## config.mk

```make
export PLATFORM = sky130hd
export DESIGN_NAME = sdram_port_arbiter
export DESIGN_NICKNAME = d
export VERILOG_FILES = /design/src/rtl/sdram_port_arbiter.sv
export SDC_FILE = /design/constraint.sdc
export NUM_CORES = 1
export LEC_CHECK = 0
export ABC_AREA = 0
export ABC_CLOCK_PERIOD_IN_PS = 1600
export BUFFER_PORTS_ARGS = -buffer_cell sky130_fd_sc_hd__buf_2
export CAP_MARGIN = 20
export CORE_ASPECT_RATIO = 1.75
export CORE_UTILIZATION = 40
export DETAILED_ROUTE_END_ITERATION = 12
export PLACE_DENSITY = 0.75
export RECOVER_POWER = 50
export SLEW_MARGIN = 10
export SYNTH_ARGS = -nofsm -noshare
export SYNTH_HDL_FRONTEND = slang
export SYNTH_SLANG_ARGS = --single-unit
```

## constraint.sdc

```tcl
create_clock -name clk -period 1.6 [get_ports clk]
set_input_delay 0.08 -clock clk [delete_from_list [all_inputs] [get_ports clk]]
set_output_delay 0.08 -clock clk [all_outputs]
set_load 0.03 [all_outputs]
```

## src/rtl/sdram_port_arbiter.sv

```systemverilog
// Three-way arbiter in front of the SDRAM controller's toggle-handshake byte channel.
// VID has priority (bounded by VID_MAX while others wait); CPU and DMA alternate.
module sdram_port_arbiter #(
  parameter int AW      = 21,
  parameter int VID_MAX = 4,
  parameter int TIMEOUT = 255
) (
  input  logic          clk,
  input  logic          reset,
  input  logic          vid_req,
  input  logic [AW-1:0] vid_addr,
  output logic          vid_ack,
  output logic [7:0]    vid_dout,
  input  logic          cpu_req,
  input  logic          cpu_we,
  input  logic [AW-1:0] cpu_addr,
  input  logic [7:0]    cpu_din,
  output logic          cpu_ack,
  output logic [7:0]    cpu_dout,
  input  logic          dma_req,
  input  logic          dma_we,
  input  logic [AW-1:0] dma_addr,
  input  logic [7:0]    dma_din,
  output logic          dma_ack,
  output logic [7:0]    dma_dout,
  output logic          mem_req,
  input  logic          mem_ack,
  output logic          mem_we,
  output logic [AW-1:0] mem_addr,
  output logic [7:0]    mem_din,
  input  logic [7:0]    mem_dout,
  output logic          busy,
  output logic          err
);

  localparam int CW = (VID_MAX < 1) ? 1 : $clog2(VID_MAX + 1);
  localparam logic [CW-1:0] VID_LIMIT = CW'(VID_MAX);
  localparam logic [7:0]    TMO_LIMIT = 8'(TIMEOUT);

  typedef enum logic [2:0] {SYNC, IDLE, ISSUE, WAIT, DONE} state_t;
  typedef enum logic [1:0] {G_VID, G_CPU, G_DMA} grant_t;

  state_t          state_q, state_d;
  grant_t          grant_q, grant_d;
  logic            rr_q, rr_d;
  logic [CW-1:0]   vid_cnt_q, vid_cnt_d;
  logic [7:0]      tmo_q, tmo_d;
  logic            err_q, err_d;
  logic            busy_q;
  logic            mem_req_q, mem_req_d;
  logic            mem_we_q, mem_we_d;
  logic [AW-1:0]   mem_addr_q, mem_addr_d;
  logic [7:0]      mem_din_q, mem_din_d;
  logic [7:0]      vid_dout_q, vid_dout_d;
  logic [7:0]      cpu_dout_q, cpu_dout_d;
  logic [7:0]      dma_dout_q, dma_dout_d;

  logic other_pending;
  logic vid_blocked;
  logic mem_done;

  assign other_pending = cpu_req | dma_req;
  assign vid_blocked   = (vid_cnt_q == VID_LIMIT) && other_pending;
  assign mem_done      = (mem_ack == mem_req_q);

  always_comb begin
    state_d    = state_q;
    grant_d    = grant_q;
    rr_d       = rr_q;
    vid_cnt_d  = vid_cnt_q;
    tmo_d      = tmo_q;
    err_d      = err_q;
    mem_req_d  = mem_req_q;
    mem_we_d   = mem_we_q;
    mem_addr_d = mem_addr_q;
    mem_din_d  = mem_din_q;
    vid_dout_d = vid_dout_q;
    cpu_dout_d = cpu_dout_q;
    dma_dout_d = dma_dout_q;

    case (state_q)
      // Waits out any toggle left outstanding by a reset mid-transaction.
      SYNC: begin
        if (mem_done) state_d = IDLE;
      end
      IDLE: begin
        if (vid_req && !vid_blocked) begin
          grant_d    = G_VID;
          mem_we_d   = 1'b0;
          mem_addr_d = vid_addr;
          mem_din_d  = 8'h00;
          state_d    = ISSUE;
        end else if (cpu_req && (!dma_req || !rr_q)) begin
          grant_d    = G_CPU;
          mem_we_d   = cpu_we;
          mem_addr_d = cpu_addr;
          mem_din_d  = cpu_din;
          state_d    = ISSUE;
        end else if (dma_req) begin
          grant_d    = G_DMA;
          mem_we_d   = dma_we;
          mem_addr_d = dma_addr;
          mem_din_d  = dma_din;
          state_d    = ISSUE;
        end
      end
      ISSUE: begin
        mem_req_d = ~mem_req_q;
        tmo_d     = 8'h00;
        state_d   = WAIT;
      end
      WAIT: begin
        if (mem_done) begin
          if (!mem_we_q) begin
            case (grant_q)
              G_VID:   vid_dout_d = mem_dout;
              G_CPU:   cpu_dout_d = mem_dout;
              default: dma_dout_d = mem_dout;
            endcase
          end
          state_d = DONE;
        end else if (tmo_q == TMO_LIMIT) begin
          // Flag only; the transaction is never abandoned.
          err_d = 1'b1;
        end else begin
          tmo_d = tmo_q + 8'd1;
        end
      end
      DONE: begin
        state_d = IDLE;
        if (grant_q == G_VID) begin
          if (!other_pending)              vid_cnt_d = '0;
          else if (vid_cnt_q != VID_LIMIT) vid_cnt_d = vid_cnt_q + CW'(1);
        end else begin
          vid_cnt_d = '0;
          rr_d      = (grant_q == G_CPU);
        end
      end
      default: state_d = SYNC;
    endcase
  end

  always_ff @(posedge clk) begin
    if (reset) begin
      state_q    <= SYNC;
      grant_q    <= G_VID;
      rr_q       <= 1'b0;
      vid_cnt_q  <= '0;
      tmo_q      <= 8'h00;
      err_q      <= 1'b0;
      busy_q     <= 1'b0;
      mem_req_q  <= 1'b0;
      mem_we_q   <= 1'b0;
      mem_addr_q <= '0;
      mem_din_q  <= 8'h00;
      vid_dout_q <= 8'h00;
      cpu_dout_q <= 8'h00;
      dma_dout_q <= 8'h00;
    end else begin
      state_q    <= state_d;
      grant_q    <= grant_d;
      rr_q       <= rr_d;
      vid_cnt_q  <= vid_cnt_d;
      tmo_q      <= tmo_d;
      err_q      <= err_d;
      busy_q     <= (state_d != IDLE);
      mem_req_q  <= mem_req_d;
      mem_we_q   <= mem_we_d;
      mem_addr_q <= mem_addr_d;
      mem_din_q  <= mem_din_d;
      vid_dout_q <= vid_dout_d;
      cpu_dout_q <= cpu_dout_d;
      dma_dout_q <= dma_dout_d;
    end
  end

  assign vid_ack  = (state_q == DONE) && (grant_q == G_VID);
  assign cpu_ack  = (state_q == DONE) && (grant_q == G_CPU);
  assign dma_ack  = (state_q == DONE) && (grant_q == G_DMA);
  assign vid_dout = vid_dout_q;
  assign cpu_dout = cpu_dout_q;
  assign dma_dout = dma_dout_q;
  assign mem_req  = mem_req_q;
  assign mem_we   = mem_we_q;
  assign mem_addr = mem_addr_q;
  assign mem_din  = mem_din_q;
  assign busy     = busy_q;
  assign err      = err_q;

endmodule

```

==> results of run 1 <==
path summary, 6_finish.rpt:
path                      from            to  slack (ns)  cells after the start
setup / recovery    state_q[1]  mem_addr[10]       -0.07                      5
hold / removal     mem_dout[5]   vid_dout[5]        0.01                      3
setup reg to reg    state_q[1]  mem_addr[10]       -0.07                      5
hold reg to reg   mem_addr[15]  mem_addr[15]        0.47                      2
Yosys cell counts (all sizes together):
master   number
xor2          3
o41ai         2
nor3          3
buf           9
or3           5
o31ai        14
or4           1
a32oi         1
ha            3
clkbuf       17
nor2         73
nand2b        2
a21boi        1
mux2i        33
and2b         1
nand3b        2
nor4          4
a2bb2oi      10
a211o         1
a21bo         1
nand3        18
o2111ai       1
o21ai         3
o211ai        2
dfxtp        74
nand4         2
a21oi        12
a311oi       10
nand2        36
and3         22
inv          17
a211oi        1
o22ai         1
or3b          1
o311ai        2
or2           2
nor3b         3
xnor2         2
o32ai         9
what timing repair did:
action	CTS	global route
gates resized for setup	7	75
cloned	0	5
endpoints found under the hold margin	7	0
hold buffers	7	0
buffers inserted	1	13
pin swaps	1	20
endpoints found under the setup margin	20	39
final cells by class:
type,instances,share of cell area (%)
multi-input combinational,289,39.9
clock buffer,9,4.12
clock inverter,7,1.40
timing repair buffer,207,23.5
inverter,17,1.17
sequential,74,27.3
tap,115,2.63
flip-flops by register name, summed over array words and instances (netlist names):
name,count
dma_dout,8
mem_req,1
busy,1
rr_q,1
mem_addr,21
vid_dout,8
state_q,3
mem_we,1
err,1
vid_cnt_q,3
cpu_dout,8
tmo_q,8
mem_din,8
grant_q,2
per-layer routing:
metal	up-vias	GRT usage (%)	wire [um]
met3	56	5.60	752
met1	1883	22.6	4240
met2	188	43.3	6480
met5	-	0	0
met4	0	14.0	595
li1	1833	-	-
power by group:
| group | leakage (nW) | internal [mW] | switching (mW) |
|---|---|---|---|
| sequential | 0.604 | 2.03 | 0.124 |
| combinational | 1.55 | 0.776 | 1.09 |
| clock | 0.142 | 1.22 | 0.827 |
| total | 2.30 | 4.02 | 2.04 |
cell families (layout without fill, tap and decap cells):
kind of cell             Yosys count  in the layout  synth area share (%)
flip-flops                        74             74                  42.3
adder cells (fa/ha/maj)            3              3                  1.07
AND/OR/NAND/NOR                  175            176                  24.6
XOR/XNOR                           5              5                  1.79
multiplexers                      33             33                  9.44
buffers and inverters             43            240                  4.86
AO/OA/AOI/OAI                     71             72                  15.9
stage by stage:
| step | instance area, um^2 | cells | worst slack, ns |
|---|---|---|---|
| floorplan | 3530 | 404 | -0.00392 |
| global placement | 4610 | 678 | -0.00965 |
| detailed placement | 4610 | 678 | -0.0881 |
| CTS | 5010 | 702 | -0.0293 |
| global route | 5460 | 718 | -0.118 |
| finish | 5460 | 718 | -0.0738 |
worst min-delay path: stages:
cell     delay [ns]
buf_2          0.10
mux2i_1        0.06
nor2_1         0.07
==> key figures, run 1 <==
Worst setup path
  – CP max FO: 7
  – Slowest cell on the critical path: or3b_4
  – Critical Path AT: 1.88 ns
  – Startpoint Class: flip-flop
  – Crit-path cells: or3b_4, buf_6, nand2b_4, a311oi_2, o32ai_2
  – Worst path bufs/invs: 1
  – Delay-heaviest family, CP: simple AND/OR/NAND/NOR gates
  – Crit. End Element: flip-flop
  – CP required: 1.81 ns
  – Crit path largest cell delay: 0.42 ns
  – Critical path class: reg2reg

Pwr
  – Total power: 6.06 mW
  – Lkg Pwr: 2.30 nW
  – Peak supply drop: 0.815 mV
  – Power Density: 1110 nW/um^2

STA
  – Final worst path period share: 105%
  – Final Setup Violations: 5
  – Setup TNS Final: -0.159 ns
  – Final Hold Viols: 0
  – Final Hold Slack: 0.0121 ns
  – RSZ-0062 raised after global routing: true
  – Skew final: 0.00770 ns
  – PnR worst setup slack: -0.0738 ns
  – Final period demand of the worst path: 1.67 ns
  – Slew Viols, Final: 0
  – F_max: 597 MHz
  – Worst-margin pin slew: 0.770 ns
  – Slew HR: 48.3%

Routing
  – Vias/cell: 5.52
  – First-pass DRT Iterations: 6
  – DRT Wirelength: 12,100 um
  – Antenna-violating nets left: 0
  – Routed wire length per instance: 16.8 um
  – Drt drc: 0
  – Vias: 3,960
  – DR iter-0 viols: 223

Die
  – Die height: 126 um
  – Core outline area: 8370 um^2
  – I/O pins: 155
  – Die W: 72.7 um
  – Initial core utilization: 41.8%
  – Die area: 9140 um^2
  – Rows: 44

Global route
  – Antenna violations before repair: 0
  – First-pass GRT wire length: 16,700 um
  – Pin count of the biggest net entering global routing: 41
  – Total congestion overflow: 0
  – Total track usage: 23.4%
  – Vias in the first global route: 3,733

Logic synthesis
  – Cell variety after synth: 47
  – Synth Register Bits: 74
  – Synth area leader: dfxtp_1
  – Avg Cell Area, Syn: 8.66 um^2
  – Cells after Synth: 404
  – Synth top area share: 42.3%
  – Seq/Total Area, Yosys: 42.3%
  – Synthesized Nets: 502
  – Cells taking the most area after synthesis: dfxtp_1 (42%), mux2i_1 (9.4%), nor2_1 (7.8%)
  – Synthesis warning total: 0
  – Synth Cell Area: 3500 um^2

Finish
  – Nets: 696
  – Reg area: 1490 um^2
  – Commonest non-fill, non-tap cells in the layout: buf_2 (99), dfxtp_1 (68), nor2_1 (67)
  – # diodes: 0
  – Layout area overhead: 56.1%
  – Multi-input logic area: 2180 um^2
  – Commonest non-fill, non-tap cell in the layout: buf_2
  – Share of cells above drive strength 1: 39.1%
  – Fill count: 726
  – Core Util, Final: 65.3%

Placement
  – GP Congestion: 0.844
  – Hpwl dp: 7940 um
  – PortBufs: 154

Clocking
  – CTS Buffer Depth: 2
  – CTS clk-pin slew, worst paths: 0.06 ns
  – CTS tree: built
  – Num Clock Sinks: 74
  – CTS root buffer: clkbuf_16
  – CTS HTree Levels: 3
  – TritonCTS Buffers: 9
  – Clk_lat worst skew: 0.34 ns

Status
  – Failing checks: negative setup slack
  – Outcome: complete, but fails checks

Min path
  – Hold Crit Class: in2reg

Run
  – Max-Cap Viols: 0
(Power assumes the default switching activity.)
==> run 2: changes to the inputs <==
Settings changed: CORE_ASPECT_RATIO 1.75 to 0.75.
==> run 2 against run 1 <==
The run still ends with negative setup slack left. Count of clock-buffer cells in the layout grew 1. Clock skew shrank 0.0013 ns. Total power down 0.99%. Via count decreased by 1.2%. Global-route usage down 0.68 points. Worst hold slack lost 0.0027 ns. Sequential share of layout area increased by 0.30 points. Non-clock buffer count fell by 1. Final area is 1.4% lower. Critical endpoint is now mem_addr[12].
==> key figures, run 2 (synthesis gave the netlist of run 1 again) <==
Status
  – Outcome: complete, but fails checks
  – Failing checks: negative setup slack

Die
  – Die area: 9130 um^2
  – Core outline area: 8450 um^2
  – Die W: 110 um
  – Die height: 83.0 um
  – Rows: 29
  – I/O pins: 155
  – Initial core utilization: 41.4%

Placement
  – Dpl cells: 661
  – GP Congestion: 0.803
  – PortBufs: 154
  – Pre-CTS setup slack: -0.132 ns
  – Placed instance area: 4530 um^2
  – Hpwl dp: 7210 um

Worst setup path
  – CP max FO: 9
  – CP required: 1.81 ns
  – Critical Path AT: 1.92 ns
  – Startpoint Class: flip-flop
  – Crit. End Element: flip-flop
  – Critical path class: reg2reg

STA
  – Final Setup Violations: 27
  – Setup TNS Final: -1.66 ns
  – Skew final: 0.00644 ns
  – Worst-margin pin slew: 0.840 ns
  – Final worst path period share: 107%
  – Final Hold Viols: 0
  – Slew HR: 43.6%
  – F_max: 585 MHz
  – PnR worst setup slack: -0.110 ns
  – Slew Viols, Final: 0
  – Final period demand of the worst path: 1.71 ns
  – RSZ-0062 raised after global routing: true
  – Final Hold Slack: 0.00942 ns

Finish
  – Finished Cell Area: 5390 um^2
  – Core Util, Final: 63.7%
  – Commonest non-fill, non-tap cell in the layout: buf_2
  – Share of cells above drive strength 1: 38.4%
  – Commonest non-fill, non-tap cells in the layout: buf_2 (108), nor2_1 (71), dfxtp_1 (69)
  – Max reg flops: 21
  – # diodes: 0
  – Cell Count, Final, Fillers Out: 710
  – Layout area overhead: 54.0%
  – Nets: 695

Global route
  – Pin count of the biggest net entering global routing: 36
  – Vias in the first global route: 3,616
  – Antenna violations before repair: 0
  – Total track usage: 22.7%
  – Total congestion overflow: 0
  – First-pass GRT wire length: 16,500 um

Routing
  – First-pass DRT Iterations: 5
  – DR iter-0 viols: 287
  – Routed wire length per instance: 16.6 um
  – Drt drc: 0
  – Antenna-violating nets left: 0
  – DRT Wirelength: 11,800 um
  – Vias: 3,913
  – Vias/cell: 5.51

Pwr
  – Peak supply drop: 0.726 mV
  – Total power: 6.00 mW
  – Sw frac: 34.4%
  – Switch Pwr: 2.06 mW
  – Power Density: 1110 nW/um^2
  – Lkg Pwr: 2.30 nW
  – Clock Power Share: 34.0%
  – Comb power frac: 30.4%
  – Internal cell power: 3.93 mW
  – Sequential share of power: 35.6%

Min path
  – Hold Crit Class: in2reg

Clocking
  – CTS root buffer: clkbuf_16
  – CTS HTree Levels: 3
  – CTS tree: built
  – Num Clock Sinks: 74
  – CTS clk-pin slew, worst paths: 0.07 ns
  – Clk_lat worst skew: 0.34 ns
  – TritonCTS Buffers: 9
  – CTS Buffer Depth: 2

Run
  – Max-Cap Viols: 0
-- run 2: cell types whose count changed in the layout (fill, tap and decap cells not counted), sizes merged --
| cell | delta |
|---|---|
| clkinv | -2 |
| buf | +5 |
| bufinv | -1 |
| clkbuf | -7 |
| clkinvlp | -1 |
| inv | +3 |
| dlygate4sd3 | +2 |
-- run 2: power groups by stage --
stage | Combinational (mW) | Sequential, mW | Clock [mW]
6_report | 1.82 | 2.14 | 2.04
5_1_grt | 1.95 | 2.15 | 2.14
4_1_cts | 1.54 | 2.13 | 2.06
3_5_place_dp | 1.47 | 2.17 | 0
3_3_place_gp | 1.42 | 2.16 | 0
2_1_floorplan | 0.687 | 2.46 | 0
-- run 2: final timing paths --
path	startpoint	to	slack (ns)	cells past startpoint
worst max-delay path	vid_cnt_q[0]	mem_addr[12]	-0.11	8
worst min-delay path	mem_dout[4]	cpu_dout[4]	0.009	3
worst max register to register	vid_cnt_q[0]	mem_addr[12]	-0.11	8
worst min register to register	err	err	0.47	2
-- run 2: critical path, stage by stage (launching register included) --
cell      delay [ns]
dfxtp_2         0.36
inv_2           0.06
ha_4            0.16
o211ai_1        0.16
nand2_2         0.24
buf_12          0.21
nand4_1         0.13
buf_6           0.17
o32ai_1         0.09
-- run 2: final cells by class --
cell class | count | area, um^2
repair buffers | 206 | 1270
fillers | 685 | 3070
inverters | 17 | 63.8
multi-input cells | 289 | 2130
well taps | 108 | 135
clock buffers | 10 | 250
clock inverters | 6 | 51.3
flip-flops and latches | 74 | 1490
-- run 2: routing by layer --
metal,wire (um),track usage (%),up-vias
met3,834,5.57,31
met5,0,0,-
met4,303,7.15,0
met2,5740,38.9,199
met1,4890,27.7,1848
li1,-,-,1835
-- run 2: timing repair --
action,CTS,global route
endpoints found under the hold margin,9,0
pin swaps,0,36
gates cloned,0,7
endpoints found under the setup margin,28,47
hold buffers,9,0
resized for setup,11,57
setup buffers,2,15
